[config.mk]
export PLATFORM = sky130hd
export DESIGN_NAME = alu_seq_ctrl
export DESIGN_NICKNAME = d
export VERILOG_FILES = /design/src/rtl/alu_seq_pkg.sv /design/src/rtl/alu_seq_shreg.sv /design/src/rtl/alu_seq_ctrl.sv
export SDC_FILE = /design/constraint.sdc
export NUM_CORES = 1
export LEC_CHECK = 0
export CAP_MARGIN = 20
export CORE_ASPECT_RATIO = 0.5
export CORE_UTILIZATION = 48
export DETAILED_ROUTE_END_ITERATION = 7
export PLACE_DENSITY = 0.86
export SYNTH_ARGS = -nofsm -noshare
export SYNTH_HDL_FRONTEND = slang
export SYNTH_HIERARCHICAL = 1
export SYNTH_SLANG_ARGS = --single-unit
[constraint.sdc]
create_clock -name clk -period 5.1 [get_ports clk]
set_input_delay 1.275 -clock clk [delete_from_list [all_inputs] [get_ports clk]]
set_output_delay 1.275 -clock clk [all_outputs]
set_load 0.05 [all_outputs]
[src/rtl/alu_seq_pkg.sv]
// alu_seq_pkg: shared constants for the MULTU/DIVU sequencer.
//   ALU select codes, FSM state encoding and op codes.
//   Used by alu_seq_ctrl and alu_seq_shreg.
package alu_seq_pkg;

    // Shared ALU select codes
    localparam logic [2:0] ALU_AND = 3'b000;
    localparam logic [2:0] ALU_OR  = 3'b001;
    localparam logic [2:0] ALU_ADD = 3'b010;
    localparam logic [2:0] ALU_SUB = 3'b110;
    localparam logic [2:0] ALU_SLT = 3'b111;

    // Sequencer FSM states
    typedef enum logic [1:0] {
        IDLE = 2'd0,
        CALC = 2'd1,
        DONE = 2'd2
    } state_t;

    // Op select on the op input
    localparam logic OP_MULTU = 1'b0;
    localparam logic OP_DIVU  = 1'b1;

endpackage

[src/rtl/alu_seq_shreg.sv]
// alu_seq_shreg: 2*WIDTH HI/LO shift register for the MULTU/DIVU sequencer.
// Ports:
//   clk, rst          clock, synchronous active-high reset
//   load              hi <= load_hi, lo <= load_lo
//   shr               {hi,lo} <= {ins, hi_in, lo} >> 1   (multiply step)
//   shl               hi <= hi_in, lo <= {lo << 1, ins}  (divide step)
//   load_hi, load_lo  load values
//   hi_in, ins        replacement upper half and inserted bit for shifts
//   hi, lo            register contents
// Priority: rst > load > shr > shl.
module alu_seq_shreg
    import alu_seq_pkg::*;
#(
    parameter int unsigned WIDTH = 32
) (
    input  logic             clk,
    input  logic             rst,
    input  logic             load,
    input  logic             shr,
    input  logic             shl,
    input  logic [WIDTH-1:0] load_hi,
    input  logic [WIDTH-1:0] load_lo,
    input  logic [WIDTH-1:0] hi_in,
    input  logic             ins,
    output logic [WIDTH-1:0] hi,
    output logic [WIDTH-1:0] lo
);

    // HI/LO register with load / shift controls
    always_ff @(posedge clk) begin
        if (rst) begin
            hi <= '0;
            lo <= '0;
        end else if (load) begin
            hi <= load_hi;
            lo <= load_lo;
        end else if (shr) begin
            hi <= {ins, hi_in[WIDTH-1:1]};
            lo <= {hi_in[0], lo[WIDTH-1:1]};
        end else if (shl) begin
            hi <= hi_in;
            lo <= {lo[WIDTH-2:0], ins};
        end
    end

endmodule

[src/rtl/alu_seq_ctrl.sv]
// alu_seq_ctrl: multicycle MULTU/DIVU sequencer driving the shared EX-stage ALU.
//   One shift-add (MULTU) or restoring-subtract (DIVU) iteration per cycle,
//   results accumulate in HI/LO.
// Build option: define ALU_SEQ_DIV_EN to support DIVU; otherwise op=1 starts
//   are ignored, div_zero is tied 0 and the divide datapath is left out.
// Ports:
//   clk, rst          clock, synchronous active-high reset
//   start, op         issue pulse, 0 = MULTU / 1 = DIVU
//   src_a, src_b      multiplicand/dividend, multiplier/divisor
//   rd_hilo           ID-stage instruction reads HI/LO
//   alu_ctrl, alu_a, alu_b  shared ALU select and operands
//   alu_y             ALU result, bit WIDTH = carry-out
//   busy, done, stall sequence status, one-cycle done, hazard stall
//   div_zero          last DIVU had divisor 0
//   hi, lo            HI/LO registers
module alu_seq_ctrl
    import alu_seq_pkg::*;
#(
    parameter int unsigned WIDTH = 32
) (
    input  logic             clk,
    input  logic             rst,
    input  logic             start,
    input  logic             op,
    input  logic [WIDTH-1:0] src_a,
    input  logic [WIDTH-1:0] src_b,
    input  logic             rd_hilo,
    output logic [2:0]       alu_ctrl,
    output logic [WIDTH-1:0] alu_a,
    output logic [WIDTH-1:0] alu_b,
    input  logic [WIDTH:0]   alu_y,
    output logic             busy,
    output logic             done,
    output logic             stall,
    output logic             div_zero,
    output logic [WIDTH-1:0] hi,
    output logic [WIDTH-1:0] lo
);

    localparam int unsigned CNT_W = $clog2(WIDTH);

    state_t           state, state_next;
    logic [CNT_W-1:0] cnt;
    logic [WIDTH-1:0] opnd;      // M for MULTU, D for DIVU
    logic             is_div;
    logic             accept;
    logic             dz;
    logic             shr, shl, ins;
    logic [WIDTH-1:0] hi_in, load_hi, load_lo;

`ifdef ALU_SEQ_DIV_EN
    logic quot;

    assign accept  = start & (state != CALC);
    assign dz      = (op == OP_DIVU) & (src_b == '0);
    assign load_hi = dz ? src_a : '0;
    assign load_lo = dz ? '1 : ((op == OP_DIVU) ? src_a : src_b);
    // msb shifted out of hi means the partial remainder already exceeds D
    assign quot    = hi[WIDTH-1] | alu_y[WIDTH];

    // Op and divide-by-zero flag captured on accept
    always_ff @(posedge clk) begin
        if (rst) begin
            is_div   <= 1'b0;
            div_zero <= 1'b0;
        end else if (accept) begin
            is_div   <= op;
            div_zero <= dz;
        end
    end
`else
    assign accept   = start & (state != CALC) & (op == OP_MULTU);
    assign dz       = 1'b0;
    assign load_hi  = '0;
    assign load_lo  = src_b;
    assign is_div   = 1'b0;
    assign div_zero = 1'b0;
`endif

    // State register
    always_ff @(posedge clk) begin
        if (rst) begin
            state <= IDLE;
        end else begin
            state <= state_next;
        end
    end

    // Next-state logic
    always_comb begin
        state_next = state;
        case (state)
            IDLE, DONE: begin
                if (accept) begin
                    state_next = dz ? DONE : CALC;
                end else begin
                    state_next = IDLE;
                end
            end
            CALC: begin
                if (cnt == '0) begin
                    state_next = DONE;
                end
            end
            default: state_next = IDLE;
        endcase
    end

    // Iteration counter and latched operand
    always_ff @(posedge clk) begin
        if (rst) begin
            cnt  <= '0;
            opnd <= '0;
        end else if (accept) begin
            cnt  <= CNT_W'(WIDTH - 1);
`ifdef ALU_SEQ_DIV_EN
            opnd <= (op == OP_DIVU) ? src_b : src_a;
`else
            opnd <= src_a;
`endif
        end else if (state == CALC) begin
            cnt <= cnt - CNT_W'(1);
        end
    end

    // Outputs: ALU drive and status decoded from state
    always_comb begin
        alu_ctrl = ALU_AND;
        alu_a    = '0;
        alu_b    = '0;
        busy     = 1'b0;
        done     = 1'b0;
        case (state)
            CALC: begin
                busy     = 1'b1;
                alu_b    = opnd;
                alu_ctrl = ALU_ADD;
                alu_a    = hi;
`ifdef ALU_SEQ_DIV_EN
                if (is_div) begin
                    alu_ctrl = ALU_SUB;
                    alu_a    = {hi[WIDTH-2:0], lo[WIDTH-1]};
                end
`endif
            end
            DONE:    done = 1'b1;
            default: ;
        endcase
    end

    assign stall = busy & rd_hilo;

    // Shift-register step selection for the current iteration
    always_comb begin
        shr   = 1'b0;
        shl   = 1'b0;
        ins   = 1'b0;
        hi_in = hi;
        if (state == CALC) begin
            if (!is_div) begin
                shr = 1'b1;
                if (lo[0]) begin
                    hi_in = alu_y[WIDTH-1:0];
                    ins   = alu_y[WIDTH];
                end
            end
`ifdef ALU_SEQ_DIV_EN
            else begin
                shl   = 1'b1;
                ins   = quot;
                hi_in = quot ? alu_y[WIDTH-1:0] : {hi[WIDTH-2:0], lo[WIDTH-1]};
            end
`endif
        end
    end

    alu_seq_shreg #(
        .WIDTH (WIDTH)
    ) u_shreg (
        .clk     (clk),
        .rst     (rst),
        .load    (accept),
        .shr     (shr),
        .shl     (shl),
        .load_hi (load_hi),
        .load_lo (load_lo),
        .hi_in   (hi_in),
        .ins     (ins),
        .hi      (hi),
        .lo      (lo)
    );

endmodule

# Yosys cells after proc, flatten, opt, wreduce, memory -nomap -nowiden
# Index checks and enable logic that the tools add are counted.
classes:
  add_sub_neg: 1
  multipliers: 0
  n_div: 0
  order_cmp: 0
  eq_ne: 4
  n_shift: 0
  mux: 16
  n_bitwise: 4
  reduce_logical: 6
ops:
  columns: ["op", "count"]
  rows:
  - ["32-bit 2-to-1 mux", 6]
  - ["5-bit 2-to-1 mux", 2]
  - ["5-bit logical NOT", 1]
  - ["1-bit 2-to-1 mux", 5]
  - ["5-bit by 1-bit subtractor with 5-bit output (second input constant)", 1]
  - ["2-bit 2-to-1 mux", 2]
  - ["2-bit one-hot mux with 2 select lines", 1]
  - ["2-bit nonzero test", 2]
  - ["2-bit OR reduction", 2]
  - ["1-bit AND", 3]
  - ["2-bit by 1-bit equality test with 1-bit output (second input constant)", 1]
  - ["2-bit equality test (second input constant)", 1]
  - ["2-bit logical NOT", 1]
  - ["2-bit by 1-bit inequality test with 1-bit output (second input constant)", 1]
  - ["2-bit inequality test (second input constant)", 1]
  - ["1-bit NOT", 1]
word_totals:
  register_bits: 103
  latch_bits: 0
  ramBits: 0
  rom_bits: 0
  output_inout_bits: 135
  elab_cells: 36
  mem_count: 0

# Longest topological paths before layout
# Gate-level depths: netlist of run 1.
depth:
  ltp_word: 5
  depth_mapped: 10
  ltp_nobuf: 7

# Cells and area by module
# Netlist of run 1, hierarchy kept.
by_module_without_submodules:
  columns: ["module", "instances", "cells_each", "area_each_um2", "seq_area_each_um2"]
  rows:
  - ["alu_seq_shreg", 1, 286, 3473.3, 1281.2]
  - ["alu_seq_ctrl", 1, 298, 2541.2, 780.7]

# Least setup slack after synthesis of run 1
# OpenSTA, ideal clock, no wires.
synth_timing:
  path_kind: "reg-to-output"
  from: "register state[1]"
  to: "output alu_a[22]"
  arrival_time_ns: 1.929
  required_ns: 3.825
  path_slack_ns: 1.896
  path_stages_with_launch: 7
  path_buffers: 3
  path_cell_list: "dfxtp_1 -> nand2b_1 -> buf_6 -> inv_4 -> buf_8 -> clkbuf_1 -> and2_1"
synth_via:
  elab_chain_len: 2
synth_rtl:
  columns: ["item", "line_no", "rtl"]
  rows:
  - ["start, declared", "alu_seq_ctrl.sv:42", "state_t state, state_next;"]
  - ["start signal, assigned", "alu_seq_ctrl.sv:85", "state <= state_next;"]
  - ["2-bit by 1-bit equality test with 1-bit output", "alu_seq_ctrl.sv:133", "case (state)"]
  - ["32-bit 2-to-1 mux", "alu_seq_ctrl.sv:133", null]
  - ["end, declared", "alu_seq_ctrl.sv:29", "output logic [WIDTH-1:0] alu_a,"]
# Every way passes these cells.

# Worst setup path in the final report of run 1
layout_timing:
  from: "register state[1]"
  to: "output alu_a[3]"
# Same word-level chain as after synthesis.

==> metrics.md, run 1 <==
| Metric | Value |
|---|---|
| Fin Setup TNS | `0 ns` |
| R2R Path Start | `state[1]` |
| GP Congestion | `0.776` |
| Number of port buffers | `233` |
| Yosys Warn Count | `6` |
| CP arrival | `2.31 ns` |
| Nets | `917` |
| Die H | `81.2 um` |
| Final setup viols | `0` |
| Clock Path Buffers | `2` |
| Hold Crit Class | `reg -> reg` |
| Most common library cells after synthesis | `mux2_2, dfxtp_1, and2_1, a22o_1` |
| Total track usage | `23.5%` |
| Outcome | `complete, no violations` |
| Die area | `13,000 um^2` |
| Worst-Margin Slew | `0.816 ns` |
| Resized cells post-CTS | `0` |
| Cts bufs inserted | `9` |
| Simple-gate share of the synthesized area | `12.2%` |
| Number of library cell types mapped by synthesis | `37` |
| Clock Latency Late Sink | `0.35 ns` |
| Antenna Cells | `0` |
| Slew margin rel. | `45.6%` |
| Xor and xnor area share after synthesis | `0%` |
| Final Slew Violations | `0` |
| Core area | `12,000 um^2` |
| Yosys top cell area share | `34.3%` |
| Largest family of logic cells by synthesized area | `multiplexers` |
| Hold Crit Depth | `2` |
| Post-Syn Instances | `about 580` |
| Setup Fix Bufs, Post-CTS | `0` |
| Mapped cell area | `6010 um^2` |
| Clock Tree Root | `clkbuf_16` |
| Vias | `5,221` |
| Grt total ovfl | `0` |
| Initial antenna violation count | `0` |
| Largest net degree at the start of global routing | `78` |
| Final wirelength | `roughly 16,000 um` |
| Crit path from | `state[1]` |
| R2r setup slk | `1.80 ns` |
| Final instance area | `approximately 8600 um^2` |
| Top-count cell post-synth | `mux2_2` |
| Die span in x | `160 um` |
| Req. time, crit path | `3.83 ns` |
| Post-Synth Adder-Cell Area | `less than 1%` |
| Synth area leader | `dfxtp_1` |
| Placed inst area | `8260 um^2` |
| Worst Path Max Fanout | `77` |
| R2R Path End | `u_shreg/hi[24]` |
| Htree depth | `3` |
| Pwr Density | `~260 nW/um^2` |
| # IOs | `237` |
| Final worst path period share | `between 70% and 80%` |
| # rows | `28` |
| CP Class | `reg -> out` |
| Crit start category | `register` |
| Post-cts hold buffer count | `0` |
| Vias in the first global route | `4,861` |
| First-pass GRT wire length | `24,900 um` |
| Hold Fails Final Rpt | `0` |
| Number of max-cap violations | `0` |
| Detail Route Antenna Nets | `0` |
| Mux contribution to synthesized area | `31.5%` |
| Unrepaired setup endpoints after global routing | `false` |
| Worst-path clk slew | `0.07 ns` |
| Post-DP HPWL | `between 10,000 and 15,000 um` |
| Share of cells above drive strength 1 | `31.3%` |
| Peak Freq | `279 MHz` |
| CTS tree | `built` |
| Routed WL per cell | `16.1 um` |
| Clk sinks | `103` |
| Synth Register Bits | `103` |
| CP Capture Type | `output pin` |
| Starting DRC count in detailed routing | `399` |
| Area grow syn2layout | `42.8%` |
| Static leakage power | `0.00369 uW` |
| Compound-Gate Fraction of Synth Area | `between 10% and 20%` |
| Worst vdd ir | `roughly 0.14 mV` |
| Worst Setup EP | `alu_a[3]` |
| Worst r2r path cells | `8` |
| Register area share after synthesis | `34.3%` |
| Main synth FF type | `dfxtp_1` |
| First-pass detailed-route iteration total | `4` |
| DRC | `0` |
| Mean post-synth cell area | `between 10 and 15 um^2` |
| Via/cell ratio | `between 5 and 6` |
| Skew final | `roughly 0.008 ns` |
| Asr flop ratio synth | `0%` |
| Fin crit period | `3.58 ns` |
| Post-synth EDFFs | `0` |
| Starting Density | `50.1%` |
| Synth area leaders | `dfxtp_1, mux2_2, a22o_1` |
-- layout make-up --
| cell class | instances | area (um^2) |
|---|---|---|
| multi-input combinational | 454 | 3740 |
| fill | 930 | 3430 |
| timing repair buffer | 243 | 2240 |
| sequential | 103 | 2060 |
| clock buffer | 10 | 239 |
| tap | 165 | 206 |
| clock inverter | 6 | 92.6 |
| inverter | 3 | 13.8 |
-- where the power goes --
part / switching [uW] / total [uW] / internal, uW
clock: 319 / 766 / 446
combinational: 313 / 588 / 274
sequential: 40.9 / 892 / 852
total: 673 / 2250 / 1570
-- worst min path at each step --
stage               startpoint        to
floorplan              opnd[0]   opnd[0]
global placement       opnd[4]   opnd[4]
detailed placement     opnd[3]   opnd[3]
CTS                    opnd[3]   opnd[3]
global route           opnd[8]   opnd[8]
finish                opnd[21]  opnd[21]
-- layer usage --
layer  track usage [%]  wire [um]
met1              29.8       7050
met2              42.0       7940
met3              4.80        676
met4              5.05        138
met5                 0          0
-- through the flow --
step	util [%]	cells	setup WS [ns]	hold slack [ns]	power, uW
finish	71.5	984	1.52	0.471	2250
global route	71.5	984	1.36	0.495	2340
CTS	71.5	984	1.48	0.473	2260
detailed placement	68.7	968	1.19	0.462	1500
global placement	68.7	968	1.22	0.456	1480
floorplan	-	620	1.90	0.449	1300
-- layout by cell type (no fill, tap or decap), types with 9 or more instances in the layout --
cell	instances
clkdlybuf4s50_1	167
mux2_2	128
dfxtp_1	103
buf_4	75
and2_1	66
a22o_1	63
conb_1	37
nand3_1	32
o21ai_0	32
a21oi_1	32
mux2_4	30
clkbuf_16	9
-- flip-flops by register name (all words and copies together) (netlist names) --
name and count:
cnt 5, u_shreg/lo 32, state 2, u_shreg/hi 32
opnd 32
-- logic make-up (layout without fill, tap and decap cells) --
| logic type | count (synthesis) | after routing |
|---|---|---|
| adder cells (fa/ha/maj) | 1 | 1 |
| AO/OA/AOI/OAI | 136 | 136 |
| AND/OR/NAND/NOR | 122 | 122 |
| other | 1 | 37 |
| multiplexers | 158 | 158 |
| buffers and inverters | 63 | 262 |
| flip-flops | 103 | 103 |
-- critical path: stages (launching register included) --
cell and delay (ns):
dfxtp_1 0.30, nand2b_1 0.18, inv_4 0.46, buf_4 0.57, and2_1 0.22, buf_4 0.20
Power figures use the tool's default switching activity.
==> run 2, diff against run 1 <==
CORE_UTILIZATION = 44   (was 48)
PLACE_DENSITY = 0.8   (was 0.86)
clock period = 3.6 ns   (was 5.1 ns; I/O delays follow)
==> run 2 against run 1 <==
Power rose by 36%. Die area rose by 8.9%. Critical path depth did not move. Sequential share of layout area fell by 2.1 points. Cell count rose by 0.61%. Cell area rose by 9.7%. Via count fell by 0.15%. Global-route usage fell by 0.96 points. Core utilization rose by 1.1 points. Worst setup slack got worse by 0.77 ns.
==> metrics.md, run 2 (same netlist as run 1, synthesis figures left out) <==
| Metric | Value |
|---|---|
| Unrepaired setup endpoints after global routing | `false` |
| Skew final | `roughly 0.0073 ns` |
| First-pass detailed-route iteration total | `4` |
| Filler cells | `roughly 960` |
| Req. time, crit path | `2.70 ns` |
| Clk sinks | `103` |
| Worst-path clk slew | `0.07 ns` |
| Vias | `between 5,000 and 6,000` |
| # IOs | `237` |
| Setup Fix Bufs, Post-CTS | `0` |
| Core area | `13,000 um^2` |
| DP Worst Slack | `0.495 ns` |
| Final wirelength | `between 15,000 and 20,000 um` |
| Die area | `14,200 um^2` |
| Initial antenna violation count | `0` |
| Vias in the first global route | `5,102` |
| Slew margin rel. | `roughly three fifths` |
| Top Registers | `opnd (32), u_shreg/hi (32), u_shreg/lo (32)` |
| Clock Path Buffers | `2` |
| CP Capture Type | `output pin` |
| Via/cell ratio | `5.27` |
| Antenna Cells | `0` |
| Number of port buffers | `between 200 and 250` |
| Die H | `84.7 um` |
| Final WS setup | `between 0.7 and 0.8 ns` |
| Clock Tree Root | `clkbuf_16` |
| Worst-Margin Slew | `0.618 ns` |
| # rows | `29` |
| Fin Setup TNS | `0 ns` |
| First-pass GRT wire length | `~26,000 um` |
| Static leakage power | `around 0.0039 uW` |
| Final worst path period share | `79.3%` |
| Grt total ovfl | `0` |
| Starting Density | `between 40% and 50%` |
| Worst vdd ir | `0.251 mV` |
| Detail Route Antenna Nets | `0` |
| Hold Fails Final Rpt | `0` |
| Cts bufs inserted | `9` |
| CP Class | `reg -> out` |
| Post-cts hold buffer count | `0` |
| DRC | `0` |
| Fin crit period | `2.85 ns` |
| Final Slew Violations | `0` |
| Most frequent cells in the layout | `clkdlybuf4s50_1, mux2_2, dfxtp_1` |
| CP arrival | `1.95 ns` |
| Most common cell after layout, fill and taps aside | `clkdlybuf4s50_1` |
| Pwr Density | `324 nW/um^2` |
| Post-DP HPWL | `roughly 11,000 um` |
| Final setup viols | `0` |
| Routed WL per cell | `16.4 um` |
| Total track usage | `a little under a quarter` |
| Peak Freq | `350 MHz` |
| Layout Cells excl Fill | `990` |
| Starting DRC count in detailed routing | `390` |
| Clock Latency Late Sink | `roughly 0.34 ns` |
| Largest net degree at the start of global routing | `69` |
| Pwr Total | `slightly above 3000 uW` |
| Number of max-cap violations | `0` |
| Outcome | `complete, no violations` |
| Htree depth | `3` |
| Worst Path Max Fanout | `45` |
| Dpl cells | `~1,000` |
| Resized cells post-CTS | `0` |
| Share of cells above drive strength 1 | `31.2%` |
| CTS tree | `built` |
| R2r setup slk | `1.01 ns` |
| Hold Crit Class | `reg -> reg` |
| Crit start category | `register` |
| Die span in x | `167 um` |
| Nets | `between 900 and 1,000` |
| GP Congestion | `approximately 0.76` |
| Area grow syn2layout | `56.7%` |
-- run 2: path summary, 6_finish.rpt --
| path | start | cells past startpoint | endpoint |
|---|---|---|---|
| worst max-delay path | state[1] | 5 | alu_b[14] |
| worst min-delay path | opnd[14] | 2 | opnd[14] |
| worst max register to register | state[1] | 7 | u_shreg/hi[24] |
| worst min register to register | opnd[14] | 2 | opnd[14] |
-- run 2: area by class of cell --
| class | count | area [um^2] | area share (%) |
|---|---|---|---|
| clock inverters | 4 | 31.3 | 0.332 |
| inverters | 3 | 13.8 | 0.146 |
| well taps | 170 | 213 | 2.26 |
| repair buffers | 244 | 3120 | 33.1 |
| clock buffers | 12 | 246 | 2.61 |
| multi-input cells | 454 | 3740 | 39.6 |
| flip-flops and latches | 103 | 2060 | 21.9 |
-- run 2: metrics by stage --
stage / hold slack [ns] / util (%) / area (um^2)
global placement: 0.455 / 70.4 / 9150
finish: 0.468 / 72.6 / 9430
detailed placement: 0.463 / 70.4 / 9150
CTS: 0.473 / 72.6 / 9430
floorplan: 0.449 / - / 6150
global route: 0.495 / 72.6 / 9430
-- run 2: power by group --
| group | internal (uW) | switching [uW] | leakage (uW) |
|---|---|---|---|
| logic | 424 | 450 | 0.00290 |
| registers | 1210 | 58.6 | 0.000840 |
| clock network | 490 | 428 | 0.000125 |
-- run 2: critical path, cell delays in order, from the launching register on --
cell      delay (ns)
dfxtp_1         0.31
nand2b_1        0.18
inv_4           0.33
buf_4           0.40
and2_1          0.23
buf_12          0.15
-- run 2: per-layer routing --
| layer | wire length (um) | GRT usage, % |
|---|---|---|
| met1 | 7200 | 28.5 |
| met2 | 8130 | 39.5 |
| met3 | 740 | 4.90 |
| met4 | 184 | 5.17 |
| met5 | 0 | 0 |
==> run 3, diff against run 2 <==
clock period = 3 ns   (was 3.6 ns; I/O delays follow)
==> run 3 against run 2 <==
Via count increased by 0.50%. Flip-flop and latch count unchanged. Cell count rose by 0.20%. Clock power rose by 27%. Global-route usage is 0.067 points lower. Worst hold slack better by 0.0044 ns. Power rose by 22%. Critical endpoint is now u_shreg/hi[1].
==> metrics.md, run 3 (same netlist as run 1, synthesis figures left out) <==
| Metric | Value |
|---|---|
| Final Slew Violations | `0` |
| # IOs | `approximately 240` |
| Number of port buffers | `233` |
| DRC | `0` |
| GP Congestion | `0.751` |
| Final setup viols | `0` |
| Met3 Usage GRT | `4.48%` |
| CP arrival | `a little under 3 ns` |
| Final wirelength | `between 15,000 and 20,000 um` |
| Worst vdd ir | `0.304 mV` |
| Most frequent cells in the layout | `clkdlybuf4s50_1, mux2_2, dfxtp_1` |
| R2R Path Start | `state[1]` |
| Share of cells above drive strength 1 | `31.3%` |
| Starting Density | `46.3%` |
| Die H | `roughly 85 um` |
| Cts bufs inserted | `9` |
| R2R Path End | `u_shreg/hi[1]` |
| Hold Crit Depth | `2` |
| Setup Fix Bufs, Post-CTS | `0` |
| Clock Latency Late Sink | `around 0.34 ns` |
| Layout Cells excl Fill | `just under 1,000` |
| Skew final | `around 0.0067 ns` |
| Clock Path Buffers | `2` |
| First-pass GRT wire length | `26,100 um` |
| Routed WL per cell | `16.3 um` |
| Slew margin rel. | `33.1%` |
| Core area | `roughly 13,000 um^2` |
| Post-cts hold buffer count | `0` |
| Req. time, crit path | `3.28 ns` |
| Worst-Margin Slew | `1.00 ns` |
| Worst Path Max Fanout | `between 40 and 50` |
| Crit start category | `primary input` |
| Die area | `14,200 um^2` |
| Final worst path period share | `88.9%` |
| Clk sinks | `103` |
| Via/cell ratio | `roughly 5.3` |
| Post-DP HPWL | `11,300 um` |
| Fin Setup TNS | `0 ns` |
| CP Class | `in -> reg` |
| Resized cells post-CTS | `0` |
| Most common cell after layout, fill and taps aside | `clkdlybuf4s50_1` |
| Largest net degree at the start of global routing | `69` |
| Unrepaired setup endpoints after global routing | `false` |
| Htree depth | `3` |
| Worst-path clk slew | `0.07 ns` |
| Vias in the first global route | `5,078` |
| Area grow syn2layout | `57.2%` |
| Hold Crit Class | `reg -> reg` |
| Initial antenna violation count | `0` |
| Antenna Cells | `0` |
| Hold Fails Final Rpt | `0` |
| First-pass detailed-route iteration total | `4` |
| Outcome | `complete, no violations` |
| Dpl cells | `976` |
| Total track usage | `between 20% and 30%` |
| Worst r2r path cells | `7` |
| Peak Freq | `375 MHz` |
| GRT Max-Usage Layer | `met2` |
| Nets | `920` |
| Detail Route Antenna Nets | `0` |
| Starting DRC count in detailed routing | `405` |
| Pwr Density | `396 nW/um^2` |
| Clock Tree Root | `clkbuf_16` |
| # rows | `29` |
| Number of max-cap violations | `0` |
| CP Capture Type | `register` |
| Worst Setup EP | `u_shreg/hi[1]` |
| Crit path from | `op` |
| CTS tree | `built` |
| R2r setup slk | `0.34 ns` |
| Die span in x | `167 um` |
| Top Registers | `opnd (32), u_shreg/hi (32), u_shreg/lo (32)` |
| Vias | `~5,200` |
| Fin crit period | `2.67 ns` |
| Grt total ovfl | `0` |
| Met1 GRT Util | `27.8%` |
| Met2 Track Usage GR | `41.0%` |
| Static leakage power | `0.00388 uW` |
## run 3: power breakdown
| group | switching (uW) | internal (uW) | total [uW] |
|---|---|---|---|
| clock network | 518 | 653 | 1170 |
| logic | 542 | 512 | 1050 |
| registers | 70.9 | 1450 | 1520 |
| total | 1130 | 2610 | 3740 |
## run 3: metal layers
layer | up-vias | routed length (um) | part of all wire (%)
met5 | - | 0 | 0
met4 | 0 | 94 | 0.58
met3 | 7 | 613 | 3.8
met2 | 110 | 8360 | 52
met1 | 2555 | 7140 | 44
li1 | 2567 | - | -
## run 3: how the worst min path moves through the flow
stage	to	slack, ns	from
2_1_floorplan	opnd[0]	0.45	opnd[0]
3_3_place_gp	opnd[12]	0.46	opnd[12]
3_5_place_dp	opnd[24]	0.46	opnd[24]
4_1_cts	opnd[24]	0.47	opnd[24]
5_1_grt	opnd[24]	0.49	opnd[24]
6_report	opnd[24]	0.47	opnd[24]
## run 3: final cells by class
class / count / area (um^2)
Inverter: 3 / 13.8
Fill cell: 969 / 3530
Clock inverter: 4 / 55.1
Sequential cell: 103 / 2060
Tap cell: 170 / 213
Multi-Input combinational cell: 454 / 3740
Clock buffer: 12 / 236
Timing Repair Buffer: 246 / 3140
## run 3: stage by stage
step / total power (uW) / instance area, um^2 / utilization, % / worst slack (ns) / hold WS, ns
floorplan: 2220 / 6150 / - / 0.290 / 0.449
global placement: 2580 / 9160 / 70.5 / 0.0476 / 0.456
detailed placement: 2600 / 9160 / 70.5 / 0.0158 / 0.462
CTS: 3760 / 9460 / 72.8 / 0.344 / 0.471
global route: 3890 / 9460 / 72.8 / 0.173 / 0.491
finish: 3740 / 9460 / 72.8 / 0.333 / 0.473
## run 3: worst max-delay path: stages
cell	delay (ns)
clkdlybuf4s50_1	0.43
nand2b_1	0.24
nor2_4	0.15
nor3_1	0.09
nor2_4	0.77
buf_4	0.35
a22o_1	0.15
